===== config.mk =====
export PLATFORM = sky130hd
export DESIGN_NAME = serial_subtractor_flat
export DESIGN_NICKNAME = d
export VERILOG_FILES = /design/src/rtl/serial_subtractor_if.sv /design/src/rtl/serial_subtractor.sv /design/src/flat_wrapper.sv
export SDC_FILE = /design/constraint.sdc
export NUM_CORES = 1
export LEC_CHECK = 0
export CAP_MARGIN = 20
export CORE_UTILIZATION = 51
export DETAILED_ROUTE_END_ITERATION = 16
export HOLD_SLACK_MARGIN = 0.12
export PLACE_DENSITY = 0.8
export SETUP_SLACK_MARGIN = 0.2
export SYNTH_ARGS = -nofsm -noshare
export SYNTH_HDL_FRONTEND = slang
export SYNTH_SLANG_ARGS = --single-unit

===== constraint.sdc =====
create_clock -name CLK -period 3.8 [get_ports CLK]
set_input_delay 0.76 -clock CLK [delete_from_list [all_inputs] [get_ports CLK]]
set_output_delay 0.76 -clock CLK [all_outputs]
set_load 0.005 [all_outputs]

===== src/rtl/serial_subtractor_if.sv =====
// Operand/result handshake bundle for serial_subtractor.
// OVF exists only when SUB_SIGNED_OVF_EN is defined.
interface serial_subtractor_if #(
    parameter int WIDTH = 16
);
    logic             IN_VALID;
    logic             IN_READY;
    logic [WIDTH-1:0] A;
    logic [WIDTH-1:0] B;
    logic             Cin;
    logic             OUT_VALID;
    logic             OUT_READY;
    logic [WIDTH-1:0] S;
    logic             Cout;
    logic             ZERO;
    logic             BUSY;
`ifdef SUB_SIGNED_OVF_EN
    logic             OVF;
`endif

    modport master (
        output IN_VALID, A, B, Cin, OUT_READY,
        input  IN_READY, OUT_VALID, S, Cout, ZERO, BUSY
`ifdef SUB_SIGNED_OVF_EN
        , input OVF
`endif
    );

    modport slave (
        input  IN_VALID, A, B, Cin, OUT_READY,
        output IN_READY, OUT_VALID, S, Cout, ZERO, BUSY
`ifdef SUB_SIGNED_OVF_EN
        , output OVF
`endif
    );
endinterface


===== src/rtl/serial_subtractor.sv =====
// Chunk-serial S = A - B - Cin, CHUNK bits per clock, LSB chunk first.
// Define SUB_SIGNED_OVF_EN to add the registered signed-overflow output OVF.
module serial_subtractor #(
    parameter int WIDTH = 16,
    parameter int CHUNK = 4
) (
    input  logic               CLK,
    input  logic               RST_N,
    input  logic               CLEAR,
    serial_subtractor_if.slave bus
);
    localparam int NCHUNK = WIDTH / CHUNK;
    localparam int CW     = (NCHUNK > 1) ? $clog2(NCHUNK) : 1;

    typedef enum logic [1:0] {IDLE, RUN, DONE} state_t;

    state_t            state, state_nxt;
    logic [WIDTH-1:0]  a_q, b_q, s_q, s_nxt;
    logic              borrow, cout_q, zero_q;
    logic [CW-1:0]     cnt;
    logic [CHUNK-1:0]  a_c, b_c;
    logic [CHUNK:0]    diff;
    logic              last, accept, in_ready;
`ifdef SUB_SIGNED_OVF_EN
    logic              ovf_q;
`endif

    assign accept = bus.IN_VALID && in_ready;
    assign last   = (cnt == CW'(NCHUNK - 1));

    // One CHUNK-bit slice; s_nxt is S with the current chunk merged in, so
    // ZERO/OVF can be formed on the final edge from the complete result.
    always_comb begin
        a_c   = a_q[cnt*CHUNK +: CHUNK];
        b_c   = b_q[cnt*CHUNK +: CHUNK];
        diff  = {1'b0, a_c} - {1'b0, b_c} - {{CHUNK{1'b0}}, borrow};
        s_nxt = s_q;
        s_nxt[cnt*CHUNK +: CHUNK] = diff[CHUNK-1:0];
    end

    always_ff @(posedge CLK or negedge RST_N) begin
        if (!RST_N) state <= IDLE;
        else        state <= state_nxt;
    end

    always_comb begin
        state_nxt = state;
        unique case (state)
            IDLE: if (accept) state_nxt = RUN;
            RUN:  if (last) state_nxt = DONE;
            DONE: if (bus.OUT_READY) state_nxt = bus.IN_VALID ? RUN : IDLE;
            default: state_nxt = IDLE;
        endcase
        if (CLEAR) state_nxt = IDLE;
    end

    always_comb begin
        in_ready      = 1'b0;
        bus.OUT_VALID = 1'b0;
        bus.BUSY      = 1'b0;
        unique case (state)
            IDLE:    in_ready      = 1'b1;
            RUN:     bus.BUSY      = 1'b1;
            DONE: begin
                bus.OUT_VALID = 1'b1;
                in_ready      = bus.OUT_READY;
            end
            default: ;
        endcase
        if (CLEAR) in_ready = 1'b0;
        bus.IN_READY = in_ready;
    end

    always_ff @(posedge CLK or negedge RST_N) begin
        if (!RST_N) begin
            a_q    <= '0;
            b_q    <= '0;
            s_q    <= '0;
            borrow <= 1'b0;
            cnt    <= '0;
            cout_q <= 1'b0;
            zero_q <= 1'b0;
`ifdef SUB_SIGNED_OVF_EN
            ovf_q  <= 1'b0;
`endif
        end else if (accept) begin
            a_q    <= bus.A;
            b_q    <= bus.B;
            borrow <= bus.Cin;
            cnt    <= '0;
        end else if (state == RUN && !CLEAR) begin
            s_q    <= s_nxt;
            borrow <= diff[CHUNK];
            cnt    <= cnt + 1'b1;
            if (last) begin
                cout_q <= diff[CHUNK];
                zero_q <= (s_nxt == '0);
`ifdef SUB_SIGNED_OVF_EN
                ovf_q  <= a_q[WIDTH-1] ^ b_q[WIDTH-1] ^ s_nxt[WIDTH-1] ^ diff[CHUNK];
`endif
            end
        end
    end

    assign bus.S    = s_q;
    assign bus.Cout = cout_q;
    assign bus.ZERO = zero_q;
`ifdef SUB_SIGNED_OVF_EN
    assign bus.OVF  = ovf_q;
`endif
endmodule

===== src/flat_wrapper.sv =====
// flat-port wrapper written by rule: the top's interface ports become plain ports
module serial_subtractor_flat 
#(
    parameter int WIDTH = 16,
    parameter int CHUNK = 4
)
  (CLK, RST_N, CLEAR, bus_IN_VALID, bus_A, bus_B, bus_Cin, bus_OUT_READY, bus_IN_READY, bus_OUT_VALID, bus_S, bus_Cout, bus_ZERO, bus_BUSY);
  serial_subtractor_if #(.WIDTH(WIDTH)) bus_i ();
  input  logic CLK;
  input  logic RST_N;
  input  logic CLEAR;
  input wire logic [$bits(bus_i.IN_VALID)-1:0] bus_IN_VALID;
  input wire logic [$bits(bus_i.A)-1:0] bus_A;
  input wire logic [$bits(bus_i.B)-1:0] bus_B;
  input wire logic [$bits(bus_i.Cin)-1:0] bus_Cin;
  input wire logic [$bits(bus_i.OUT_READY)-1:0] bus_OUT_READY;
  output wire logic [$bits(bus_i.IN_READY)-1:0] bus_IN_READY;
  output wire logic [$bits(bus_i.OUT_VALID)-1:0] bus_OUT_VALID;
  output wire logic [$bits(bus_i.S)-1:0] bus_S;
  output wire logic [$bits(bus_i.Cout)-1:0] bus_Cout;
  output wire logic [$bits(bus_i.ZERO)-1:0] bus_ZERO;
  output wire logic [$bits(bus_i.BUSY)-1:0] bus_BUSY;
  assign bus_i.IN_VALID = bus_IN_VALID;
  assign bus_i.A = bus_A;
  assign bus_i.B = bus_B;
  assign bus_i.Cin = bus_Cin;
  assign bus_i.OUT_READY = bus_OUT_READY;
  assign bus_IN_READY = bus_i.IN_READY;
  assign bus_OUT_VALID = bus_i.OUT_VALID;
  assign bus_S = bus_i.S;
  assign bus_Cout = bus_i.Cout;
  assign bus_ZERO = bus_i.ZERO;
  assign bus_BUSY = bus_i.BUSY;
  serial_subtractor #(.WIDTH(WIDTH), .CHUNK(CHUNK)) u_core (.CLK(CLK), .RST_N(RST_N), .CLEAR(CLEAR), .bus(bus_i));
endmodule

==> impl_metrics.ini, run 1 <==
[layout]
postLayoutCoreUtil = 0.677
post-route-cell-area_um2 = 3480
layout-drive-gt1-share = 0.0876
num-nets-final = 323
area_growth_pct = 27.1
final_cells = 344
diodes = 0

[synth]
synth_area_leaders = dfrtp_1 (50%), mux2_1 (13%), mux4_2 (6.6%)
syn_area_per_cell_um2 = 12.9
synthMuxAreaShare = 0.209
synth_nets = 262
synthAdderAreaFrac = 0.0603
synth_compound_area_frac = 0.100
synth_cell_type_count = 39
async_flop_share = 1.00
synth_edf_count = 0
synth_area_um2 = 2740
synth-xor-area-share = 0.00960
synth_seq_area_share = 0.503
synth_top_family_by_area = multiplexers
ys_warn_count = 0
ys_ff_latch = 55
synth-simple-area-share = 0.0809
yosys_most_used_dff = dfrtp_1
netlist_instances = 212
synth_top_cell_by_area = dfrtp_1
synth_top_area_share = 0.503

[place]
gp_congestion = 0.863
placed_cells = 336
place_area_um2 = 3400
dpl.hpwl_um = 3960
portBuffers = 58

[clock_tree]
cts_tree = built
cts_num_sinks = 55
clk_path_buf_depth = 2
post_cts_resized = 0
insertion_delay_ns = 0.30
clockRootBuffer = clkbuf_8
numCtsBuffers = 5
cts.clk_slew.worst_paths_ns = 0.09
holdBufCountCts = 0
postCtsSetupBuffers = 0
h-tree-depth = 2

[drt]
routed-via-count = 1887
wl_um = 5270
first_pass_iters = 4
ant_nets = 0
drc = 0
post_drt_via_cell_ratio = 5.49
wl_per_cell_um = 15.3
drtIter0Drc = 115

[setup_path]
crit_top_cell = clkdlybuf4s50_1
cp_slowest_cell = clkdlybuf4s50_1
cp_max_fo = 5
worstPathArrival_ns = 2.15
crit_family = buffers and inverters
worstPathRequired_ns = 3.04
max_stage_delay_ns = 0.56
crit_cells = 3
end_kind = output pin
crit_type = in -> out
crit_buf_inv = 2
r2r_cells = 8
worstPathCellList = clkdlybuf4s50_1 > a211oi_1 > clkdlybuf4s50_1
startpoint_type = input port

[die]
initial_core_util = 0.533
core_area_um2 = 5140
ios = 59
row_count = 26
die_h_um = 75.3
dieArea_um2 = 5660
die_w_um = 75.3

[pwr]
power_density_nw_per_um2 = 593
irDropWorstVdd_mv = 0.285
p_leak_nw = 1.47

[global_routing]
grt_remaining_overflow = 0
grt_pass1_wl_um = 8760
grt_start_max_net_pins = 39
grt_pass1_vias = 1917
grt_usage = 0.208
antenna_found_initial = 0

[timing]
fmaxAchievable_mhz = 344
slew-limit-headroom = 0.450
fin_crit_ns = 2.91
worst_pin_slew_ns = 0.825
finalSetupTns_ns = 0
rsz0062_at_grt = false
slew_viol_final = 0
hold_viol_final = 0
skew_ns = 0.00548
fin_crit_sh = 0.765
setup_viol = 0

[hold_path]
hold_path_class = reg -> reg
min_path_cells = 1

[run]
max-cap-violations = 0

[outcome]
outcome = completed
-- cell usage in the layout (no fill, tap or decap), drive strengths merged, types with 3 or more instances in the layout --
cell type,n
a21oi,6
a22o,7
a32o,8
buf,5
clkbuf,7
clkdlybuf4s50,57
dfrtp,55
ha,10
inv,15
mux2,34
mux4,8
nand2,11
nor2,11
nor2b,3
nor3,4
nor4,3
o21ai,3
-- worst paths after layout --
path                                 from         endpoint  slack (ns)
min in group asynchronous           RST_N    u_core.b_q[3]        0.55
max in group asynchronous           RST_N    u_core.cnt[0]        2.51
hold reg to reg            u_core.a_q[11]   u_core.a_q[11]        0.49
hold / removal             u_core.a_q[11]   u_core.a_q[11]        0.49
setup reg to reg            u_core.cnt[0]  u_core.bus.ZERO        0.90
setup / recovery                    CLEAR     bus_IN_READY        0.89
-- worst reg2reg max path: stages, from the launching register on --
cell and delay, ns:
dfrtp_1 0.64, mux4_2 0.58, fa_1 0.41, inv_1 0.09
fa_1 0.46, nor4b_1 0.26, mux2i_1 0.14, o2111ai_1 0.11
o31ai_2 0.10
-- Yosys cell counts (2+ instances only) --
master	count
xnor2_1	2
a211oi_1	2
dfrtp_1	55
mux2_1	32
nand3b_1	2
nand2_1	11
nor4_1	3
nor2b_1	3
o21ai_0	3
fa_1	2
a32o_1	8
mux4_2	8
a21oi_1	5
buf_2	6
nand2b_1	2
a22o_1	7
o22ai_1	2
ha_1	10
nor3_1	4
nor2_1	11
inv_1	15
mux2_2	2
-- sequential cells by signal (all words and copies together), names as in the netlist --
name             flops
u_core.cnt           2
u_core.bus.S        16
u_core.bus.Cout      1
u_core.a_q          16
u_core.bus.ZERO      1
u_core.state         2
u_core.borrow        1
u_core.b_q          16
-- final cells by class --
type / instances / area (um^2)
Clock buffer: 7 / 76.3
Clock inverter: 1 / 5.00
Fill cell: 414 / 1660
Inverter: 15 / 56.3
Multi-Input combinational cell: 134 / 1260
Sequential cell: 55 / 1380
Tap cell: 70 / 87.6
Timing Repair Buffer: 62 / 618
-- report_power, final --
group	switching, mW	internal, mW
clock network	0.182	0.130
registers	0.109	0.723
logic	0.433	0.486
-- routing by layer --
layer,up-vias,routed length [um],GRT usage
met1,941,2320,0.267
li1,891,-,-
met2,48,2670,0.367
met5,-,0,0
met4,0,68,0.0638
met3,7,207,0.0308
-- cells by family after synthesis --
logic type / count (synthesis)
adder cells (fa/ha/maj): 12
AND/OR/NAND/NOR: 42
flip-flops: 55
XOR/XNOR: 3
AO/OA/AOI/OAI: 34
multiplexers: 43
buffers and inverters: 23
-- per-stage QoR --
stage	hold WS [ns]	power [mW]	worst slack [ns]
global route	0.517	2.21	0.726
CTS	0.492	2.07	0.863
global placement	0.462	1.75	0.891
detailed placement	0.471	1.76	0.892
finish	0.490	2.06	0.892
floorplan	0.452	1.43	0.914
No activity file was read; power rests on OpenSTA's default activity.
==> inputs of run 2 (changes only) <==
==> constraint.sdc (replaced) <==
create_clock -name CLK -period 2.95 [get_ports CLK]
set_input_delay 0.59 -clock CLK [delete_from_list [all_inputs] [get_ports CLK]]
set_output_delay 0.59 -clock CLK [all_outputs]
set_load 0.005 [all_outputs]
==> impl_metrics.ini, run 2 (same netlist as run 1, synthesis figures left out) <==
[outcome]
outcome = completed

[layout]
diodes = 0
layout-drive-gt1-share = 0.119
final_cells = 348
mostFrequentLayoutCell = clkdlybuf4s50_1
post-route-cell-area_um2 = 3580
area_growth_pct = 30.7
layout_common_cells = clkdlybuf4s50_1 (57), dfrtp_1 (54), mux2_1 (32)
num-nets-final = 327

[setup_path]
crit_top_cell = fa_1
max_stage_delay_ns = 0.54
worstPathArrival_ns = 2.81
end_kind = register
worstPathCellList = mux4_2 > fa_1 > inv_1 > fa_1 > nor4b_2 > mux2i_1 > o2111ai_1 > o31ai_2
worstPathRequired_ns = 3.15
crit_type = reg -> reg
crit_family = adder cells
crit_buf_inv = 1
cp_max_fo = 5
cp_slowest_cell = mux4_2
startpoint_type = register

[clock_tree]
cts_num_sinks = 55
cts_tree = built
holdBufCountCts = 0
cts.clk_slew.worst_paths_ns = 0.09
clockRootBuffer = clkbuf_8
clk_path_buf_depth = 2
insertion_delay_ns = 0.31
h-tree-depth = 2
numCtsBuffers = 5

[timing]
rsz0062_at_grt = false
skew_ns = 0.00493
fmaxAchievable_mhz = 382
slew-limit-headroom = 0.580
worst_pin_slew_ns = 0.630
finalSetupTns_ns = 0
hold_viol_final = 0
slew_viol_final = 0
fin_crit_ns = 2.61
setup_viol = 0
worst_slack_ns = 0.335
fin_crit_sh = 0.886

[drt]
wl_um = 5470
wl_per_cell_um = 15.7
routed-via-count = 1925
drc = 0
post_drt_via_cell_ratio = 5.53
ant_nets = 0
first_pass_iters = 4
drtIter0Drc = 128

[place]
placed_cells = 339
dp_worst_setup_slack_ns = 0.223
portBuffers = 58
gp_congestion = 0.864
dpl.hpwl_um = 4090
place_area_um2 = 3440

[die]
initial_core_util = 0.533
row_count = 26
core_area_um2 = 5140
die_h_um = 75.3
dieArea_um2 = 5660
ios = 59
die_w_um = 75.3

[global_routing]
grt_pass1_vias = 1949
grt_remaining_overflow = 0
grt_start_max_net_pins = 36
grt_usage = 0.215
grt_pass1_wl_um = 9040
antenna_found_initial = 0

[pwr]
irDropWorstVdd_mv = 0.456
p_leak_nw = 1.52
power_density_nw_per_um2 = 811

[run]
max-cap-violations = 0

[hold_path]
hold_path_class = in -> async
==> run 2: final cells by class <==
class	count	area, um^2
Timing Repair Buffer	66	664
Fill cell	414	1560
Multi-Input combinational cell	134	1270
Inverter	15	56.3
Sequential cell	55	1380
Clock buffer	6	82.6
Clock inverter	2	35.0
Tap cell	70	87.6
==> run 2: path summary, 6_finish.rpt <==
path,start,to,slack (ns),depth (start not counted)
max,u_core.cnt[0],u_core.bus.ZERO,0.34,8
max reg2reg,u_core.cnt[0],u_core.bus.ZERO,0.34,8
min in group CLK,u_core.a_q[10],u_core.a_q[10],0.49,1
min reg2reg,u_core.a_q[10],u_core.a_q[10],0.49,1
max in group asynchronous,RST_N,u_core.bus.S[9],2.09,2
min,RST_N,u_core.state[1],0.29,1
==> run 2: what timing repair did <==
action | CTS | global route
gates resized for setup | 0 | 3
setup endpoints to repair | 0 | 2
buffers inserted | 0 | 1
==> run 2: power breakdown <==
| group | internal, mW | leakage (nW) | switching (mW) |
|---|---|---|---|
| combinational | 0.698 | 0.773 | 0.624 |
| clock | 0.275 | 0.0612 | 0.237 |
| sequential | 0.933 | 0.683 | 0.132 |
| total | 1.91 | 1.52 | 0.994 |
==> run 2: layer usage <==
metal	part of all wire	track usage
met1	0.43	0.288
met2	0.53	0.367
met3	0.032	0.0281
met4	0.017	0.0700
met5	0	0
==> run 2: through the flow <==
stage	utilization	total power, mW	hold WS [ns]
2_1_floorplan	-	1.86	0.294
3_3_place_gp	0.669	2.32	0.465
3_5_place_dp	0.669	2.37	0.474
4_1_cts	0.692	2.89	0.301
5_1_grt	0.696	3.09	0.330
6_report	0.696	2.90	0.292
==> run 2: worst register-to-register path: stages, from the launching register on <==
cell and delay, ns:
dfrtp_2 0.45, mux4_2 0.54, fa_1 0.41, inv_1 0.09, fa_1 0.47, nor4b_2 0.23
mux2i_1 0.12, o2111ai_1 0.11, o31ai_2 0.10
